==> src/rtl/av_note_scheduler.sv <==
// Note scheduler: walks a song ROM in order and issues one-cycle per-string fret strobes.
// Optional feature macro: AV_SCHED_LATE_DROP_EN (drops notes that are already late).
module av_note_scheduler #(
  parameter int unsigned ADDR_W    = 10,
  parameter logic [15:0] LOOKAHEAD = 16'd2000
) (
  input  logic              clk65,
  input  logic              reset,
  input  logic              start,
  input  logic              pause,
  input  logic [15:0]       song_time,
  output logic [ADDR_W-1:0] rom_addr,
  input  logic [31:0]       rom_data,
  output logic [29:0]       fret,
  output logic [15:0]       fret_time,
  output logic [5:0]        fret_en,
  output logic              busy,
  output logic              done,
  output logic [7:0]        dropped_count
);

  localparam int unsigned NUM_STRINGS = 6;
  localparam int unsigned FRET_W      = 5;

  typedef enum logic [2:0] {IDLE, FETCH, CHECK, WAIT, ISSUE, DONE} state_t;

  state_t      state;
  logic        fetch_wait;
  logic [15:0] note_time;
  logic [2:0]  note_string;
  logic [4:0]  note_fret;
  logic        note_end;

  logic [16:0] horizon_sum;
  logic [15:0] horizon;
  logic        due;
  logic        invalid;
  logic        late;
  logic        addr_last;
  logic        advance;
  logic        issue_go;
  logic [6:0]  unused_bits;

  assign unused_bits = rom_data[6:0];

  // Issue window: saturating 17-bit horizon so a late song never wraps to a small limit.
  always_comb begin
    horizon_sum = {1'b0, song_time} + {1'b0, LOOKAHEAD};
    horizon     = horizon_sum[16] ? 16'hFFFF : horizon_sum[15:0];
    due         = note_time <= horizon;
    invalid     = note_string > 3'd5;
    addr_last   = rom_addr == {ADDR_W{1'b1}};
`ifdef AV_SCHED_LATE_DROP_EN
    late        = ({1'b0, note_time} + {1'b0, LOOKAHEAD}) < {1'b0, song_time};
`else
    late        = 1'b0;
`endif
    advance     = (state == ISSUE) ||
                  (state == CHECK && !pause && !note_end && (invalid || late));
    issue_go    = !pause && due &&
                  ((state == CHECK && !note_end && !invalid && !late) || state == WAIT);
  end

  always_ff @(posedge clk65 or posedge reset) begin
    if (reset) begin
      state       <= IDLE;
      fetch_wait  <= 1'b0;
      rom_addr    <= '0;
      note_time   <= '0;
      note_string <= '0;
      note_fret   <= '0;
      note_end    <= 1'b0;
      fret        <= '0;
      fret_time   <= '0;
      fret_en     <= '0;
      busy        <= 1'b0;
      done        <= 1'b0;
    end else begin
      fret_en <= '0;
      if (start) begin
        state      <= FETCH;
        fetch_wait <= 1'b1;
        rom_addr   <= '0;
        busy       <= 1'b1;
        done       <= 1'b0;
      end else if (advance) begin
        // Last ROM word consumed: finish rather than wrap the address.
        if (addr_last) begin
          state <= DONE;
          busy  <= 1'b0;
          done  <= 1'b1;
        end else begin
          rom_addr   <= rom_addr + 1'b1;
          state      <= FETCH;
          fetch_wait <= 1'b1;
        end
      end else if (issue_go) begin
        state     <= ISSUE;
        fret_en   <= 6'b1 << note_string;
        fret_time <= note_time;
        for (int s = 0; s < NUM_STRINGS; s++) begin
          if (note_string == 3'(s)) fret[s*FRET_W +: FRET_W] <= note_fret;
        end
      end else begin
        case (state)
          FETCH: begin
            // First FETCH cycle lets the synchronous ROM catch up with rom_addr.
            if (fetch_wait) begin
              fetch_wait <= 1'b0;
            end else begin
              note_time   <= rom_data[31:16];
              note_string <= rom_data[15:13];
              note_fret   <= rom_data[12:8];
              note_end    <= rom_data[7];
              state       <= CHECK;
            end
          end
          CHECK: begin
            if (!pause) begin
              if (note_end) begin
                state <= DONE;
                busy  <= 1'b0;
                done  <= 1'b1;
              end else begin
                state <= WAIT;
              end
            end
          end
          default: ;
        endcase
      end
    end
  end

`ifdef AV_SCHED_LATE_DROP_EN
  logic [7:0] drop_count;

  always_ff @(posedge clk65 or posedge reset) begin
    if (reset) begin
      drop_count <= '0;
    end else if (!start && state == CHECK && !pause && !note_end && !invalid && late &&
                 drop_count != 8'hFF) begin
      drop_count <= drop_count + 8'd1;
    end
  end

  assign dropped_count = drop_count;
`else
  assign dropped_count = '0;
`endif

endmodule
==> config.mk <==
export PLATFORM = sky130hd
export DESIGN_NAME = av_note_scheduler
export DESIGN_NICKNAME = d
export VERILOG_FILES = /design/src/rtl/av_note_scheduler.sv
export SDC_FILE = /design/constraint.sdc
export NUM_CORES = 1
export LEC_CHECK = 0
export ABC_AREA = 1
export ABC_CLOCK_PERIOD_IN_PS = 7900
export CAP_MARGIN = 20
export CORE_MARGIN = 8
export CORE_UTILIZATION = 54
export CTS_BUF_LIST = sky130_fd_sc_hd__clkbuf_4 sky130_fd_sc_hd__clkbuf_8
export CTS_CLUSTER_SIZE = 30
export DETAILED_ROUTE_END_ITERATION = 8
export PLACE_DENSITY = 0.86
export SYNTH_ARGS = -nofsm -noshare
export SYNTH_HDL_FRONTEND = slang
export SYNTH_SLANG_ARGS = --single-unit
==> constraint.sdc <==
create_clock -name clk65 -period 7.9 [get_ports clk65]
set_clock_uncertainty 0.05 [all_clocks]
set_input_delay 1.185 -clock clk65 [delete_from_list [all_inputs] [get_ports clk65]]
set_output_delay 1.185 -clock clk65 [all_outputs]
set_load 0.01 [all_outputs]
-- After elaboration in Yosys (flattened, before gate mapping)
Index checks and enable logic that the tools add are counted.
- word-level logic and storage cells: 107
- flip-flop bits (word level): 93
- output and inout port bits: 72
- bits of input ports: 52
- bitwise operators: 4
- equal/unequal tests: 17
- order comparisons: 2
- muxes and demuxes: 34
- reduce and logical (&&, ||, !) cells: 30
- shift operators: 1
- add/sub/neg operators: 2
- operator list (kind ; count):
    $mux W10 ; 3
    $reduce_and A4 Y1 ; 6
    $mux W3 ; 7
    $mux W1 ; 19
    $mux W6 ; 3
    $add A16 B11 Y17 const B ; 1
    $le A16 B16 Y1 ; 1
    $mux W16 ; 1
    $eq A3 B2 Y1 const B ; 4
    $add A10 B1 Y10 const B ; 1
    $eq A10 B10 Y1 const B ; 1
    $ne A5 B5 Y1 const B ; 2
    $reduce_and A5 Y1 ; 2
    $eq A3 B3 Y1 const B ; 3
    $ne A3 B3 Y1 const B ; 3
    $reduce_and A3 Y1 ; 3
    $reduce_bool A3 Y1 ; 3
    $logic_and A1 B1 Y1 ; 7
    $eq A3 B1 Y1 const B ; 2
    $pmux W3 S2 ; 1
    $shl A1 B3 Y6 const A ; 1
    $reduce_bool A5 Y1 ; 1
    $not A1 Y1 ; 4
    $gt A3 B3 Y1 const B ; 1
    7 further kinds ; 10

-- Logic depth before layout (Yosys ltp)
- word-level depth: 8
- gate-level depth with buffers: 23

-- Worst setup path after synthesis
No wires, ideal clock.
- path type: input -> register
- start point: in song_time[4]
- end point: reg fret_time[10]
- stages on the path: 17
- path slack: 4238 ps
- buffers on the path: 3
- required time: 7734 ps
- data arrival time: 3495 ps
- setup time: 116 ps
- path through: ha_1 nor3_1 nor2_1 inv_1 nor2_1 clkbuf_1 a21oi_1 ha_1 nand4_1 nor3_1 nand4_1 nand2_1 nand3_2 buf_6 buf_8 nand2_1 nand2_1
- word-level cells in the longest chain between the ends: 6
- RTL lines (element ; RTL line ; RTL):
    from (decl) ; 11 ; input logic [15:0] song_time,
    $add A16 B11 Y17 ; 48 ; horizon_sum = {1'b0, song_time} + {1'b0, LOOKAHEAD};
    $mux W16 ; 49 ; horizon = horizon_sum[16] ? 16'hFFFF : horizon_sum[15:0];
    $le A16 B16 Y1 ; 50 ; due = note_time <= horizon;
    $logic_and A1 B1 Y1 (2 in series) ; 60 ; issue_go = !pause && due &&
    $reduce_and A3 Y1 (no source line) ; n/a ;
    to (signal assigned) ; 100 ; fret_time <= note_time;
    to (decl) ; 15 ; output logic [15:0] fret_time,
No other way between the ends.
A chain may end at the register's enable or synchronous reset.

-- Final worst setup path
- start point: in song_time[4]
- end point: reg fret_time[7]
Same word-level chain as after synthesis.

==> impl.org <==
** Pwr
- Of the total power, the share spent switching nets is 36.4%.
- VDD sags by at most 0.000171 V.
- Portion of total power attributed to sequential cells :: 42.2%
- After layout, the design draws a total of 1.76 mW.
- The clock network accounts for 19.4% of the total power.
- For this design the total switching power over the nets is 0.640 mW.
- The internal portion of the total power is 1.12 mW.
- For this design the static power due to leakage is 2.81 nW.
- In this run the power density over the cells is 301 nW/um2.
- Per report_power, the combinational group accounts for 38.3% of the total.

** CTS
- CTS placed an instance of sky130_fd_sc_hd__clkbuf_8 at the clock tree root.
- After clock tree synthesis, the repair step resized 0 gates.
- CTS tree :: yes
- The clock passes through at most 2 buffers.
- Counting the buffers created by CTS gives 9.
- Source-to-sink clock delay at the later pin of the worst-skew pair :: 0.37 ns
- Number of buffers added for setup after CTS :: 0
- Clock net sink count :: 93
- Clock transition at the registers of the reported paths :: 0.10 ns
- In this run, post-CTS hold repair placed 0 buffers.
- The H-tree was split into 3 levels.

** Synthesis
- For this run, asynchronously set or reset flops after synthesis account for 100%.
- Cell type with the largest total area after synthesis :: sky130_fd_sc_hd__dfrtp_1
- Number of synthesized flops with an enable pin :: 0
- Of the synthesized area, sequential elements account for 51.0%.
- In the post-synthesis netlist, the cell with the most instances is sky130_fd_sc_hd__nand2_1.
- Yosys printed 0 warnings.
- The average instance in the mapped netlist occupies 9.00 um2.
- Dominant register cell in the synthesized netlist :: sky130_fd_sc_hd__dfrtp_1
- Post-synthesis cell count :: 507
- In this run the cell area of the synthesized design comes to 4560 um2.
- The synthesized netlist contains 38 unique library cells.
- Top-area cell type share of the netlist area :: 51.0%
- In this run, synthesis produced a sequential element count of 93.
- By area the synthesized netlist is led by sky130_fd_sc_hd__dfrtp_1 51%, sky130_fd_sc_hd__nand2_1 11%, sky130_fd_sc_hd__ha_1 4.9%.
- Commonest cells in the netlist :: 132 x sky130_fd_sc_hd__nand2_1, 93 x sky130_fd_sc_hd__dfrtp_1, 47 x sky130_fd_sc_hd__nor2_1, 42 x sky130_fd_sc_hd__inv_1, 30 x sky130_fd_sc_hd__o21ai_1

** STA
- Setup violations remaining at the end of the flow were counted as 0.
- Derived from the worst setup path, the maximum achievable clock frequency is 0.204 GHz.
- Headroom to the max-slew limit came out at 36.8%.
- Final Max Tran Viols :: 0
- Counting I/O delays and the setup requirement, the final critical path takes 4.91 ns.
- For the pin with the worst max-slew slack, the measured transition is 0.948 ns.
- Dividing the final minimum period by the clock period gives 62.2%.
- Hold Fails Final Rpt :: 0
- RSZ-0062 raised after global routing :: no
- Final total negative setup slack :: 0 ns

** Setup path
- Worst setup SP type :: input port
- Length in cells of the worst reg-to-reg path :: 9
- On the critical path, the stage with the largest delay is an instance of sky130_fd_sc_hd__nor2_1.
- For the worst setup path, the data arrival time is 5.16 ns.
- Required time of the worst setup path :: 8.15 ns
- Of all nets on the critical path, the largest fanout is 20.
- Type of destination of the critical path :: register
- Traced cell by cell, the critical path runs through clkdlybuf4s50_1 > ha_1 > nor3_1 > nor2_1 > inv_1 > nor2_1 > nor2_1 > ha_1 > nand4_1 > nor3_1 > nand4_1 > nand2_1 > nand3_2 > inv_2 > nand2_1 > nand2_1.
- Kind of critical path :: input port to register
- For this run, the slowest stage of the critical path takes 0.61 ns.

** Detailed routing
- Dividing the detail-routed wire length by the instance count gives 15.3 um.
- Wire segments on met3 add up to 795 um in the final route.
- The first routing iteration left 120 violations.
- In the routed design, unresolved DRC markers number 0.
- Summed over all layers, the routed wires come to 11,100 um.
- Via count normalized by instance count :: 5.28
- Signal routing reaches up to met4.
- For this block, the via count after detailed routing is 3,804.
- Met2 routed WL :: 5560 um
- Post-route antenna net violation count :: 0
- Length of the first detailed-routing pass in iterations :: 4
- In the final routing, the length of wire on met1 measures 4510 um.

** Layout
- Compared with the post-synthesis result, the final layout area differs by 28.2%.
- The number of antenna diodes in the final layout is 0.
- Fraction of layout cells with a size suffix above 1 :: 7.79%
- Measured on the finished design, the core utilization comes to 71.2%.
- Net count, final :: 681

** Die
- The floorplan step defined a die boundary enclosing 11,700 um2.
- Vertical die dimension :: 108 um
- The initial utilization of the core area, before any placement, comes to 55.6%.
- Core area :: 8220 um2
- From left edge to right edge, the die measures 108 um.
- The initialized floorplan defines 33 standard-cell rows.
- Boundary pin count :: 124

** GRT
- The via count of the first global-routing pass came to 3,792.
- The first global-routing pass estimated 18,100 um of wire.
- The number of antenna violations at the first check in global routing was 0.
- Entering global routing, the biggest net connects 78 pins.
- For this run the aggregate overflow at the end of global routing stands at 0.
- Across every metal layer, demand over resource in global routing totals 19.4%.

** Placement
- IO buf count :: 108
- Once detailed placement completed, the half-perimeter wirelength came to 8370 um.
- RD Place Congestion :: 0.867

** Hold path
- Tightest Hold Check Type :: register to register
- Hold Crit Depth :: 2

** Status
- Status :: finished, final reports clean

** Run
- Number of max-cap violations :: 0
## layout make-up
type	instances	area (um2)
sequential	93	2330
clock buffer	9	124
clock inverter	7	90.1
inverter	45	170
tap	105	131
multi-input combinational	353	1920
timing repair buffer	109	1090
fill	591	2360
## state kept, by name, indices dropped and copies added, names as in the netlist, 3 cells and up
name and cells:
note_time 16, rom_addr 10, fret_time 16, state 3, note_string 3, fret 30
fret_en 6, note_fret 5
## layout by cell type, fill, tap and decap left out, types with 15 or more instances in the layout
cell / n
sky130_fd_sc_hd__clkdlybuf4s50_1: 108
sky130_fd_sc_hd__dfrtp_1: 93
sky130_fd_sc_hd__inv_1: 41
sky130_fd_sc_hd__nand4_1: 15
sky130_fd_sc_hd__nand2_1: 132
sky130_fd_sc_hd__ha_1: 18
sky130_fd_sc_hd__o21ai_1: 30
sky130_fd_sc_hd__a21oi_1: 21
sky130_fd_sc_hd__o21ai_0: 15
sky130_fd_sc_hd__nor2_1: 47
## power groups by stage
stage	logic [mW]	clock network (mW)	registers (mW)
6_report	0.675	0.342	0.743
4_1_cts	0.683	0.344	0.742
3_5_place_dp	0.680	0	0.750
2_1_floorplan	0.363	0	0.763
5_1_grt	0.749	0.368	0.761
3_3_place_gp	0.650	0	0.742
## per-layer routing
metal  up-vias  track usage, %
li1       1856               -
met1      1792            22.6
met2       135            33.5
met3        21            4.70
met4         0            8.13
met5         -               0
## critical path, delay by kind of cell
kind	cells	cell delay, ns
adders and majority gates	2	0.59
buffers and inverters	3	1.02
and+or+nand+nor	11	2.34
## kinds of logic (layout without fill, tap and decap cells)
group / count (synthesis) / after routing / synth area share, %
DFF: 93 / 93 / 51.0
xor gates and xnor gates: 7 / 7 / 1.34
buffers and inverters: 68 / 170 / 7.51
adders and majority gates: 18 / 18 / 4.93
muxes: 15 / 15 / 4.44
AOI/OAI and AO/OA: 77 / 77 / 9.07
and+or+nand+nor: 228 / 228 / 21.6
other: 1 / 8 / 0.0822
## per-stage QoR
stage	hold slack, ns	instances	setup slack, ns	area (um2)
floorplan	0.414	514	4.24	4590
CTS	0.439	721	3.05	5850
global placement	0.408	705	2.79	5640
detailed placement	0.416	705	2.67	5640
finish	0.438	721	2.99	5850
global route	0.472	721	2.56	5850
## worst paths after layout
check | start | end | slack [ns]
max | song_time[4] | fret_time[7] | 2.99
min reg2reg | fret_time[3] | fret_time[3] | 0.44
max reg2reg | note_time[11] | fret_time[7] | 5.22
max in group asynchronous | reset | fret_time[8] | 5.55
min in group asynchronous | reset | note_time[12] | 1.01
min | fret_time[3] | fret_time[3] | 0.44
Power figures use the tool's default switching activity.
